File: config.mk
export PLATFORM = sky130hd
export DESIGN_NAME = micro_sequencer
export DESIGN_NICKNAME = d
export VERILOG_FILES = /design/src/rtl/micro_sequencer.sv
export SDC_FILE = /design/constraint.sdc
export NUM_CORES = 1
export LEC_CHECK = 0
export BUFFER_PORTS_ARGS = -buffer_cell sky130_fd_sc_hd__buf_2
export CAP_MARGIN = 20
export CORE_UTILIZATION = 30
export CTS_BUF_LIST = sky130_fd_sc_hd__clkbuf_16
export CTS_CLUSTER_DIAMETER = 40
export CTS_CLUSTER_SIZE = 14
export DETAILED_ROUTE_END_ITERATION = 16
export PLACE_DENSITY_LB_ADDON = 0.3
export SLEW_MARGIN = 5
export SYNTH_ARGS = -nofsm -noshare
export SYNTH_HDL_FRONTEND = slang
export SYNTH_SLANG_ARGS = --single-unit
File: constraint.sdc
create_clock -name clk -period 2.82 [get_ports clk]
set_input_delay 0.141 -clock clk [delete_from_list [all_inputs] [get_ports clk]]
set_output_delay 0.141 -clock clk [all_outputs]
set_load 0.01 [all_outputs]
File: src/rtl/micro_sequencer.sv
// Microprogram sequencer: owns the uPC, fetches control-ROM words onto romin and picks the next address.
// Latency: 3 cycles per microinstruction (FETCH/EXEC/SEQ); hold stretches EXEC one cycle per cycle asserted.
module micro_sequencer #(
    parameter int ADDR_W     = 5,
    parameter int WORD_W     = 36,
    parameter int START_ADDR = 0,
    parameter int FETCH_ADDR = 1,
    parameter int CNT_W      = 16
) (
    input  logic              clk,
    input  logic              reset,
    input  logic              start,
    input  logic              hold,
    input  logic              z_flag,
    input  logic [ADDR_W-1:0] nxtadd,
    input  logic [WORD_W-1:0] rom_data,
    output logic [ADDR_W-1:0] rom_addr,
    output logic [WORD_W-1:0] romin,
    output logic              busy,
    output logic              halted,
    output logic [CNT_W-1:0]  retired
);

    typedef enum logic [2:0] {
        S_IDLE,
        S_FETCH,
        S_EXEC,
        S_SEQ,
        S_HALT
    } state_t;

    localparam logic [1:0] SEQ_JMP = 2'b00;
    localparam logic [1:0] SEQ_BRZ = 2'b01;
    localparam logic [1:0] SEQ_RET = 2'b10;
    localparam logic [1:0] SEQ_HLT = 2'b11;

    state_t              state, state_nxt;
    logic [ADDR_W-1:0]   upc, upc_nxt;
    logic [WORD_W-1:0]   romin_nxt;
    logic [CNT_W-1:0]    retired_nxt;
    logic                busy_nxt, halted_nxt;
    logic [1:0]          seq;

    assign seq      = romin[WORD_W-1:WORD_W-2];
    assign rom_addr = upc;

    always_ff @(posedge clk or negedge reset) begin
        if (!reset) begin
            state   <= S_IDLE;
            upc     <= '0;
            romin   <= '0;
            retired <= '0;
            busy    <= 1'b0;
            halted  <= 1'b0;
        end else begin
            state   <= state_nxt;
            upc     <= upc_nxt;
            romin   <= romin_nxt;
            retired <= retired_nxt;
            busy    <= busy_nxt;
            halted  <= halted_nxt;
        end
    end

    always_comb begin
        state_nxt   = state;
        upc_nxt     = upc;
        romin_nxt   = romin;
        retired_nxt = retired;
        case (state)
            S_IDLE: begin
                if (start) begin
                    upc_nxt   = ADDR_W'(START_ADDR);
                    state_nxt = S_FETCH;
                end
            end
            S_FETCH: begin
                romin_nxt = rom_data;
                state_nxt = S_EXEC;
            end
            S_EXEC: begin
                if (!hold) state_nxt = S_SEQ;
            end
            S_SEQ: begin
                if (retired != '1) retired_nxt = retired + 1'b1;
                state_nxt = S_FETCH;
                case (seq)
                    SEQ_JMP: upc_nxt = nxtadd;
                    SEQ_BRZ: upc_nxt = z_flag ? nxtadd : upc + 1'b1;
                    SEQ_RET: upc_nxt = ADDR_W'(FETCH_ADDR);
                    SEQ_HLT: begin
                        // The decoder sees an all-zero word while parked.
                        romin_nxt = '0;
                        state_nxt = S_HALT;
                    end
                    default: state_nxt = S_FETCH;
                endcase
            end
            S_HALT: begin
                if (start) begin
                    upc_nxt     = ADDR_W'(START_ADDR);
                    retired_nxt = '0;
                    state_nxt   = S_FETCH;
                end
            end
            default: state_nxt = S_IDLE;
        endcase
        busy_nxt   = (state_nxt == S_FETCH) || (state_nxt == S_EXEC) || (state_nxt == S_SEQ);
        halted_nxt = (state_nxt == S_HALT);
    end

endmodule

---- After elaboration in Yosys (flattened, before gate mapping) ----
Cells that the tools add are included.
word-level totals
  register bits after elaboration ......... 62
  output and inout bits ................... 59
  logic and storage cells ................. 49
cells by class
  $add $sub $neg .......................... 2
  equality and inequality tests ........... 17
  multiplexer cells ....................... 13
  reductions and logical operators ........ 11
operators by type and width
  cell                                                                     count
  36-bit one-hot mux with 2 select lines                                   1
  36-bit 2-to-1 mux                                                        1
  16-bit 2-to-1 mux                                                        2
  16-bit one-hot mux with 2 select lines                                   1
  16-bit by 1-bit adder with 16-bit output, second input constant          1
  16-bit inequality test, second input constant                            1
  5-bit one-hot mux with 3 select lines                                    1
  3-bit by 2-bit equality test with 1-bit output, second input constant    4
  3-bit one-hot mux with 4 select lines                                    1
  5-bit 2-to-1 mux                                                         2
  5-bit one-hot mux with 2 select lines                                    1
  3-bit 2-to-1 mux                                                         3
  3-bit by 1-bit equality test with 1-bit output, second input constant    2
  3-bit equality test, second input constant                               2
  2-bit inequality test, second input constant                             3
  3-bit AND reduction                                                      2
  2-bit nonzero test                                                       3
  5-bit by 1-bit adder with 5-bit output, second input constant            1
  2-bit equality test, second input constant                               2
  4-bit by 1-bit inequality test with 1-bit output, second input constant  1
  3-bit zero test                                                          1
  2-bit by 1-bit equality test with 1-bit output, second input constant    1
  2-bit zero test                                                          1
  1-bit logical OR                                                         2
  other kinds (3)                                                          3

---- Logic depth before layout (Yosys ltp) ----
Gate-level depths: netlist (run 1).
  depth after elaboration ................. 6
  depth in mapped cells ................... 7
  gate-level depth less buffers ........... 6

---- Least setup slack after synthesis (run 1) ----
No wires, ideal clock.
  path type ............................... register to register
  from .................................... reg state[2]
  to ...................................... reg retired[11]
  arrival time ............................ 1.879 ns
  data required time ...................... 2.742 ns
  slack ................................... 0.863 ns
  cell stages (with the launch flop) ...... 6
  path buffers ............................ 1
  period minus slack after synthesis ...... 1.957 ns
  path through ............................ dfrtp_1 > nand3b_4 > or4_1 > buf_2 > or4_1 > a21oi_1
on the way
  longest elaborated chain between the ends .. 3
  elaborated cells between the ends (all ways) .. 7
  classes of those cells .................. eq/ne (4); mux (1); reduce/logical (2)
ends and longest elaborated chain
  item                                                                                   RTL line  text
  from (decl)                                                                            37        state_t state, state_nxt;
  from (signal assigned)                                                                 56        state <= state_nxt;
  3-bit by 2-bit equality test with 1-bit output or 3-bit equality test (tied branches)  70        case (state)
  2-bit inequality test (no line) or 2-bit nonzero test (tied branches)                  -
  3-bit AND reduction (no line)                                                          -
  to (signal assigned)                                                                   59        retired <= retired_nxt;
  to (decl)                                                                              21        output logic [CNT_W-1:0] retired
Several ways; a longest one is shown, not always the timed one.
A chain may end at the register's enable or synchronous reset.

---- Worst setup path in the final report (run 1) ----
  from .................................... reg state[1]
  to ...................................... reg retired[11]
The elaborated chain is that of the path after synthesis.

==> flow_metrics.py, run 1 <==
metrics = {
    "routing": {
        "firstDrtPassIters": 12,
        "wirelength_um": 6740,
        "viasPerCell": 5.07,
        "wl_per_cell_um": 14.6,
        "drt_iter0_markers": 64,
        "postRouteAntennaNets": 0,
        "drc": 6,
        "via_count": 2335,
    },
    "global_route": {
        "track_usage_pct": 15.0,
        "grt_pass1_wl_um": 11200,
        "antenna_found_initial": 1,
        "grt_start_max_net_pins": 37,
        "overflow": 0,
        "grt_pass1_vias": 2333,
    },
    "logic_synthesis": {
        "ys_ff_latch": 62,
        "synth.most_common_cell": "dfrtp_1",
        "synth_top_area_share_pct": 56.1,
        "synth_area_per_cell_um2": 11.5,
        "synth_cell_type_count": 43,
        "yosys.area.top_type": "dfrtp_1",
        "synth_cells": 241,
        "synth_edf_count": 0,
        "synthesis.nets": 293,
        "seq_area_frac_synth_pct": 56.1,
        "async_flop_share_pct": 100,
        "synth_ff_type": "dfrtp_1",
        "netlist_top_cells_area": "dfrtp_1, a22o_1, ha_1",
        "syn_area_um2": 2770,
        "yosysWarningCount": 0,
        "synth_common_cells": "dfrtp_1, a22o_1, nand2_1",
    },
    "timing": {
        "period_share_pct": 74.6,
        "hold_slack_ns": 0.0410,
        "slew_violations": 0,
        "setup_violations": 0,
        "finClkSkew_ns": 0.00742,
        "rsz0062_at_grt": "no",
        "finalWorstSetupSlack_ns": 0.716,
        "tightest_slew_ns": 0.552,
        "period_minus_slack_ns": 2.10,
        "hold_viol": 0,
        "fin_tns_setup_ns": 0,
        "fmax_mhz": 475,
        "slew_headroom_pct": 62.9,
    },
    "setup_path": {
        "crit_fanout": 7,
        "crit_arrival_ns": 2.34,
        "critical_path.startpoint": "state[1]",
        "r2r-end": "retired[11]",
        "start_kind": "flip-flop",
        "reg2reg_slack_ns": 0.72,
        "cp.required_ns": 3.06,
        "r2r_start": "state[1]",
        "path_class": "reg2reg",
        "rr_worst_depth": 4,
        "worst_setup_path_end_kind": "flip-flop",
    },
    "place": {
        "gp_congestion": 0.749,
        "dp_hpwl_um": 4710,
        "placed_cells": 443,
        "place_ws_ns": 0.740,
        "port_buffers": 104,
    },
    "power_and_ir_drop": {
        "leakagePower_nw": 1.87,
        "pwr_density_cell_nw_per_um2": 1210,
        "p_total_mw": 4.52,
        "ir_drop_mv": 0.446,
    },
    "clocking": {
        "cts_tree": "done",
        "worst_skew_pair.late_latency_ns": 0.32,
        "cts_buffers": 9,
        "clk_path_buf_depth": 2,
        "cts_root_buf": "clkbuf_16",
        "cts.sinks": 62,
        "cts.clk_slew.worst_paths_ns": 0.05,
        "cts_setup_buffers": 0,
        "htreeDepth": 3,
    },
    "floorplan": {
        "die_height_um": 98.0,
        "die_x_um": 98.0,
        "core_um2": 8810,
        "rows": 34,
        "initial_core_util_pct": 31.4,
        "dieArea_um2": 9610,
        "ioPinCount": 105,
    },
    "worst_hold_path": {
        "hold_start": "rom_data[28]",
        "worstHoldPathCells": 2,
        "hold-path-endpoint": "romin[28]",
        "worst_hold_path_type": "in2reg",
    },
    "cells_and_area": {
        "final_cells": 461,
        "fill_cells": 858,
        "final_nets": 399,
        "area_growth_pct": 34.4,
        "drive_gt1_share_pct": 36.9,
    },
    "run": {
        "drv_cap": 0,
    },
    "run_status": {
        "violations": "design-rule violations",
        "status": "finished, violations left",
    },
}
area by class of cell:
type	instances	area, um2	share of cell area (%)
flip-flops and latches	62	1550	41.7
multi-input cells	159	1140	30.7
clock inverters	7	80.1	2.15
diodes	1	2.50	0.0673
repair buffers	109	561	15.1
well taps	108	135	3.64
clock buffers	9	225	6.06
inverters	6	22.5	0.606
routing by layer:
metal	track usage [%]	part of all wire, %	up-vias	wire length, um
met3	5.73	8.6	9	578
met4	5.59	1.5	0	100
met5	0	0	-	0
met2	23.2	44	91	2940
met1	19.0	46	1115	3120
li1	-	-	1120	-
critical path, stage by stage, from the launching register on:
cell and delay, ns:
dfrtp_1 0.52, nand3b_4 0.15, or4_1 0.66, or4_1 0.54, a21oi_1 0.16
stage by stage:
| step | utilization, % | cell area [um2] |
|---|---|---|
| after floorplan | - | 2770 |
| after global placement | 38.6 | 3400 |
| after detailed placement | 38.6 | 3400 |
| after CTS | 42.2 | 3710 |
| after global routing | 42.2 | 3710 |
| final | 42.2 | 3720 |
flip-flops by register name, summed over array words and instances, names as in the netlist:
| name | cells |
|---|---|
| busy | 1 |
| halted | 1 |
| retired | 16 |
| rom_addr | 5 |
| romin | 36 |
| state | 3 |
how the worst max path moves through the flow:
stage,end
after CTS,retired[11]
after floorplan,retired[11]
after global placement,retired[11]
final,retired[11]
after detailed placement,retired[11]
after global routing,retired[2]
kinds of logic after synthesis:
group                    count (synthesis)  share of synthesized area (%)
flip-flops                              62                           56.1
AND/OR/NAND/NOR                         70                           14.5
buffers and inverters                   20                           3.03
AO/OA/AOI/OAI                           75                           20.8
multiplexers                             7                           2.53
adder cells (fa/ha/maj)                  6                           2.71
XOR/XNOR                                 1                          0.317
what timing repair did:
action	4_1_cts	5_1_grt
hold buffers	1	0
gates resized for setup	0	0
hold endpoints to repair	21	0
power by group:
| part | switching (mW) | total (mW) | internal, mW |
|---|---|---|---|
| Sequential | 0.367 | 1.66 | 1.30 |
| Combinational | 0.911 | 1.72 | 0.805 |
| Clock | 0.375 | 1.13 | 0.759 |
cell usage in the layout, fill, tap and decap left out, types with 2 or more instances in the layout:
master	n
a211oi_1	3
a21oi_1	9
a22o_1	36
a311oi_1	2
a41oi_1	2
buf_2	104
buf_4	4
bufinv_16	2
clkbuf_16	9
clkinv_1	3
dfrtp_1	62
ha_1	6
inv_1	7
mux2i_1	7
nand2_1	17
nand2b_1	5
nand3_1	9
nand3b_1	3
nand4_1	5
nor2_1	6
nor2b_1	2
nor3_1	5
nor3b_1	2
o211ai_1	2
o21a_1	2
o21ai_0	8
o22ai_1	2
o31ai_1	2
or3_1	3
or4_1	4
No activity file was read; power rests on OpenSTA's default activity.
==> run 2: changes to the inputs <==
Settings changed: ABC_AREA set to 1.
Clock period 2.82 ns to 2.01 ns, I/O delays scaled along.
==> run 2 against run 1 <==
The flow now finishes without violations. Largest cell class unchanged. Critical path type unchanged. Synthesized cell count rose by 60%. Synthesized area is 17% higher. Register-to-register slack worse by 0.47 ns. Cell count is 38% higher.
==> flow_metrics.py, run 2 <==
metrics = {
    "timing": {
        "hold_viol": 0,
        "period_minus_slack_ns": 1.77,
        "finalWorstSetupSlack_ns": 0.241,
        "slew_violations": 0,
        "fin_tns_setup_ns": 0,
        "rsz0062_at_grt": "no",
        "tightest_slew_ns": 0.457,
        "fmax_mhz": 565,
        "period_share_pct": 88.0,
        "setup_violations": 0,
        "slew_headroom_pct": 69.5,
        "finClkSkew_ns": 0.00563,
    },
    "global_route": {
        "grt_pass1_vias": 2826,
        "overflow": 0,
        "track_usage_pct": 14.7,
        "antenna_found_initial": 0,
        "grt_start_max_net_pins": 73,
        "grt_pass1_wl_um": 13000,
    },
    "logic_synthesis": {
        "synth_edf_count": 0,
        "yosys.area.top_type": "dfrtp_1",
        "ys_ff_latch": 62,
        "synth_cells": 386,
        "synth_simple_gate_area_share_pct": 25.3,
        "synth_top_area_share_pct": 47.9,
        "synth_common_cells": "dfrtp_1, nand2_1, inv_1",
        "synth_top_family_by_area": "simple AND/OR/NAND/NOR gates",
        "syn_area_um2": 3240,
        "synthAdderAreaFrac_pct": 2.32,
        "yosysWarningCount": 0,
        "synth_area_per_cell_um2": 8.39,
        "synth_ff_type": "dfrtp_1",
        "synth_xor_area_share_pct": 2.44,
        "synth_compound_area_share_pct": 12.0,
        "synth_cell_type_count": 35,
        "synth_mux_area_share_pct": 0,
        "seq_area_frac_synth_pct": 47.9,
        "netlist_top_cells_area": "dfrtp_1, nand3_1, nand2_1",
        "async_flop_share_pct": 100,
        "synthesis.nets": 438,
    },
    "place": {
        "placed_area_um2": 3900,
        "port_buffers": 104,
        "place_ws_ns": 0.223,
        "dp_hpwl_um": 5600,
        "gp_congestion": 0.847,
    },
    "routing": {
        "viasPerCell": 4.52,
        "met1Wirelength_um": 3450,
        "highest_layer": "met4",
        "drt_iter0_markers": 132,
        "wl_met3_um": 687,
        "firstDrtPassIters": 4,
        "drc": 0,
        "via_count": 2877,
        "met2WireLength_um": 3410,
        "wl_per_cell_um": 12.0,
        "postRouteAntennaNets": 0,
        "wirelength_um": 7630,
    },
    "power_and_ir_drop": {
        "sw_frac_of_total_pct": 38.1,
        "clockPowerShare_pct": 27.3,
        "p_int_mw": 3.59,
        "leakagePower_nw": 2.17,
        "pwr_density_cell_nw_per_um2": 1380,
        "ir_drop_mv": 0.661,
        "p_total_mw": 5.80,
        "power.switching_mw": 2.21,
        "pwr-share-seq_pct": 34.5,
        "p_comb_share_pct": 38.2,
    },
    "setup_path": {
        "slowest_stage": "dfrtp_1",
        "reg2reg_slack_ns": 0.24,
        "slowest_delay_ns": 0.41,
        "crit_arrival_ns": 2.02,
        "path_cells": "ha_1 -> inv_1 -> nor2_4 -> nand2_4 -> nor2_8 -> nor2_4 -> nor2_8 -> nand2_1 -> nand2_1",
        "path_class": "reg2reg",
        "crit_buf_inv": 1,
        "cpLargestDelayFamily": "simple AND/OR/NAND/NOR gates",
        "worst_setup_path_end_kind": "flip-flop",
        "cp.required_ns": 2.26,
        "crit_fanout": 20,
        "start_kind": "flip-flop",
    },
    "floorplan": {
        "initial_core_util_pct": 31.2,
        "dieArea_um2": 11200,
        "die_height_um": 106,
        "core_um2": 10400,
        "die_x_um": 106,
        "rows": 37,
        "ioPinCount": 105,
    },
    "cells_and_area": {
        "largest_reg_flops": 36,
        "area_growth_pct": 30.3,
        "design_area_um2": 4220,
        "regMostFlops": "romin",
        "layout_commonest_cell": "buf_2",
        "final_cell_mix": "buf_2, nand2_1, dfrtp_1",
        "fill_cells": 1090,
        "final_util_pct": 40.7,
        "diodes": 0,
        "seqCellArea_um2": 1550,
        "drive_gt1_share_pct": 30.7,
        "multiInputGateArea_um2": 1360,
        "final_nets": 549,
    },
    "clocking": {
        "cts.sinks": 62,
        "cts_root_buf": "clkbuf_16",
        "cts_tree": "done",
        "cts_resized": 0,
        "clk_path_buf_depth": 2,
        "cts.clk_slew.worst_paths_ns": 0.05,
        "htreeDepth": 3,
        "worst_skew_pair.late_latency_ns": 0.32,
        "cts_buffers": 9,
    },
    "run": {
        "drv_cap": 0,
    },
    "run_status": {
        "status": "finished clean",
    },
    "worst_hold_path": {
        "worst_hold_path_type": "in2reg",
    },
}
## run 2: through the flow
step / hold WS [ns] / std cells
3_5_place_dp: 0.0825 / 621
2_1_floorplan: -0.195 / 386
3_3_place_gp: 0.101 / 621
6_report: 0.0118 / 637
4_1_cts: 0.00134 / 637
5_1_grt: 0.0144 / 637
## run 2: layer usage
layer	vias up	GRT usage (%)
met4	0	4.27
met5	-	0
met1	1321	17.8
met3	6	6.37
li1	1461	-
met2	89	23.7
## run 2: worst register-to-register path, delay by kind of cell, from the launching register on
kind	cells	cell delay, ns
AND/OR/NAND/NOR	7	0.94
flip-flops	1	0.41
adder cells (fa/ha/maj)	1	0.26
buffers and inverters	1	0.10
## run 2: power groups by stage
stage | Combinational [mW] | Sequential [mW] | Clock, mW
final | 2.22 | 2.00 | 1.58
after global routing | 2.55 | 2.07 | 1.69
after CTS | 2.26 | 2.01 | 1.63
after detailed placement | 2.26 | 2.01 | 0
after global placement | 2.20 | 2.00 | 0
after floorplan | 1.36 | 2.19 | 0
## run 2: final cells by class
| cell class | instances | share of cell area (%) |
|---|---|---|
| Sequential cell | 62 | 36.8 |
| Multi-Input combinational cell | 250 | 32.2 |
| Timing Repair Buffer | 113 | 14.3 |
| Inverter | 61 | 5.43 |
| Clock buffer | 9 | 5.34 |
| Tap cell | 136 | 4.03 |
| Clock inverter | 6 | 1.87 |
## run 2: kinds of logic after synthesis
logic type / Yosys count
and+or+nand+nor: 170
buffers and inverters: 74
AOI/OAI and AO/OA: 65
DFF: 62
xor gates and xnor gates: 9
adders and majority gates: 6
## run 2: what timing repair did
item	in CTS	in global routing
hold endpoints to repair	17	0
buffers inserted	0	0
hold buffers	1	0
## run 2: worst paths after layout
kind / to / startpoint / depth (start not counted)
max reg2reg: retired[7] / retired[0] / 9
min in group asynchronous: rom_addr[0] / reset / 2
max: retired[7] / retired[0] / 9
min: romin[7] / rom_data[7] / 3
min reg2reg: romin[28] / romin[28] / 2
max in group asynchronous: retired[0] / reset / 3
==> run 3: changes to the inputs <==
Settings changed: PLACE_DENSITY set to 0.51, PLACE_DENSITY_LB_ADDON 0.3 to not set.
==> run 3 against run 2 <==
Cell area up 1.8%. Wire length up 2.2%. Maximum frequency up 0.43%. Sequential share of layout area down 0.63 points. Power down 0.94%. Count of clock-buffer cells in the layout unchanged. Setup slack better by 0.0076 ns. Combinational power about the same. Non-clock buffer count up 7. Critical path type unchanged. Critical endpoint unchanged. Largest cell class unchanged. Largest power group unchanged.
==> flow_metrics.py, run 3 (synthesis results as in run 2) <==
metrics = {
    "power_and_ir_drop": {
        "pwr-share-seq_pct": 35.0,
        "p_comb_share_pct": 38.9,
        "leakagePower_nw": 2.19,
        "pwr_density_cell_nw_per_um2": 1340,
        "p_int_mw": 3.49,
        "ir_drop_mv": 0.659,
        "clockPowerShare_pct": 26.2,
        "sw_frac_of_total_pct": 39.3,
        "power.switching_mw": 2.26,
    },
    "floorplan": {
        "initial_core_util_pct": 31.2,
        "die_height_um": 106,
        "ioPinCount": 105,
        "dieArea_um2": 11200,
        "core_um2": 10400,
        "rows": 37,
        "die_x_um": 106,
    },
    "routing": {
        "wl_met3_um": 585,
        "drt_iter0_markers": 91,
        "postRouteAntennaNets": 0,
        "wirelength_um": 7800,
        "met2WireLength_um": 3530,
        "wl_per_cell_um": 12.1,
        "highest_layer": "met4",
        "met1Wirelength_um": 3620,
        "via_count": 2905,
        "firstDrtPassIters": 4,
        "drc": 0,
        "viasPerCell": 4.50,
    },
    "timing": {
        "hold_slack_ns": 0.0108,
        "fin_tns_setup_ns": 0,
        "fmax_mhz": 568,
        "period_minus_slack_ns": 1.76,
        "tightest_slew_ns": 0.424,
        "period_share_pct": 87.6,
        "setup_violations": 0,
        "rsz0062_at_grt": "no",
        "slew_violations": 0,
        "hold_viol": 0,
        "finClkSkew_ns": 0.00782,
        "slew_headroom_pct": 71.7,
    },
    "worst_hold_path": {
        "worst_hold_path_type": "in2reg",
    },
    "cells_and_area": {
        "diodes": 0,
        "regMostFlops": "romin",
        "final_nets": 556,
        "fill_cells": 1101,
        "drive_gt1_share_pct": 30.3,
        "largest_reg_flops": 36,
        "final_util_pct": 41.4,
        "final_cell_mix": "buf_2, nand2_1, dfrtp_1",
        "area_growth_pct": 32.6,
        "layout_commonest_cell": "buf_2",
        "final_cells": 645,
    },
    "clocking": {
        "postCtsHoldBufs": 10,
        "cts_tree": "done",
        "cts.clk_slew.worst_paths_ns": 0.06,
        "cts_resized": 0,
        "htreeDepth": 3,
        "cts_setup_buffers": 0,
        "clk_path_buf_depth": 2,
        "cts_root_buf": "clkbuf_16",
        "worst_skew_pair.late_latency_ns": 0.33,
        "cts_buffers": 9,
        "cts.sinks": 62,
    },
    "place": {
        "dp_hpwl_um": 5360,
        "port_buffers": 104,
        "placed_cells": 619,
        "gp_congestion": 0.777,
    },
    "global_route": {
        "grt_pass1_vias": 2781,
        "grt_pass1_wl_um": 13100,
        "antenna_found_initial": 0,
        "grt_start_max_net_pins": 73,
        "overflow": 0,
        "track_usage_pct": 14.8,
    },
    "setup_path": {
        "crit_arrival_ns": 2.02,
        "cp.required_ns": 2.27,
        "start_kind": "flip-flop",
        "path_class": "reg2reg",
        "crit_fanout": 20,
        "worst_setup_path_end_kind": "flip-flop",
    },
    "run": {
        "drv_cap": 0,
    },
    "run_status": {
        "status": "finished clean",
    },
}
## run 3: cell count changes in the layout (fill, tap and decap cells not counted)
cell           before  now
dlygate4sd3_1       1   10
inv_1              58   57
clkinvlp_4          1    3
buf_12              1    2
bufinv_16           2    1
buf_4               7    4
clkinv_2            0    1
## run 3: metrics by stage
step / total power [mW] / worst slack [ns] / area (um2)
2_1_floorplan: 3.55 / 0.446 / 3240
3_3_place_gp: 4.24 / 0.307 / 3900
3_5_place_dp: 4.29 / 0.247 / 3900
4_1_cts: 5.86 / 0.234 / 4290
5_1_grt: 6.26 / 0.0565 / 4290
6_report: 5.75 / 0.249 / 4290
## run 3: metal layers
| layer | vias up | track usage [%] |
|---|---|---|
| met2 | 84 | 23.7 |
| li1 | 1476 | - |
| met3 | 6 | 5.69 |
| met4 | 0 | 4.17 |
| met5 | - | 0 |
| met1 | 1339 | 18.4 |
## run 3: worst paths after layout
kind                              startpoint          to  slack [ns]  cells after the start
worst max-delay path              retired[1]  retired[7]        0.25                      9
worst max register to register    retired[1]  retired[7]        0.25                      9
worst min register to register     romin[28]   romin[28]        0.53                      2
worst min-delay path            rom_data[13]   romin[13]        0.01                      3
min in group asynchronous              reset  retired[7]        0.33                      3
max in group asynchronous              reset   romin[25]        1.40                      3
## run 3: area by class of cell
class,instances,area (um2),share of cell area (%)
Inverter,61,229,5.34
Tap cell,136,170,3.97
Clock buffer,9,225,5.25
Sequential cell,62,1550,36.2
Multi-Input combinational cell,250,1360,31.7
Clock inverter,7,65.1,1.52
Timing Repair Buffer,120,691,16.1
## run 3: worst max-delay path, cell delays in order, from the launching register on
cell	delay [ns]
dfrtp_1	0.41
ha_1	0.26
inv_1	0.11
nor2_4	0.15
nand2_4	0.09
nor2_8	0.13
nor2_4	0.06
nor2_8	0.31
nand2_1	0.09
nand2_1	0.08
## run 3: power by group through the flow
stage | sequential (mW) | combinational [mW] | clock, mW
global placement | 2.01 | 2.23 | 0
global route | 2.07 | 2.57 | 1.61
finish | 2.01 | 2.23 | 1.50
floorplan | 2.19 | 1.36 | 0
detailed placement | 2.01 | 2.28 | 0
CTS | 2.02 | 2.28 | 1.56
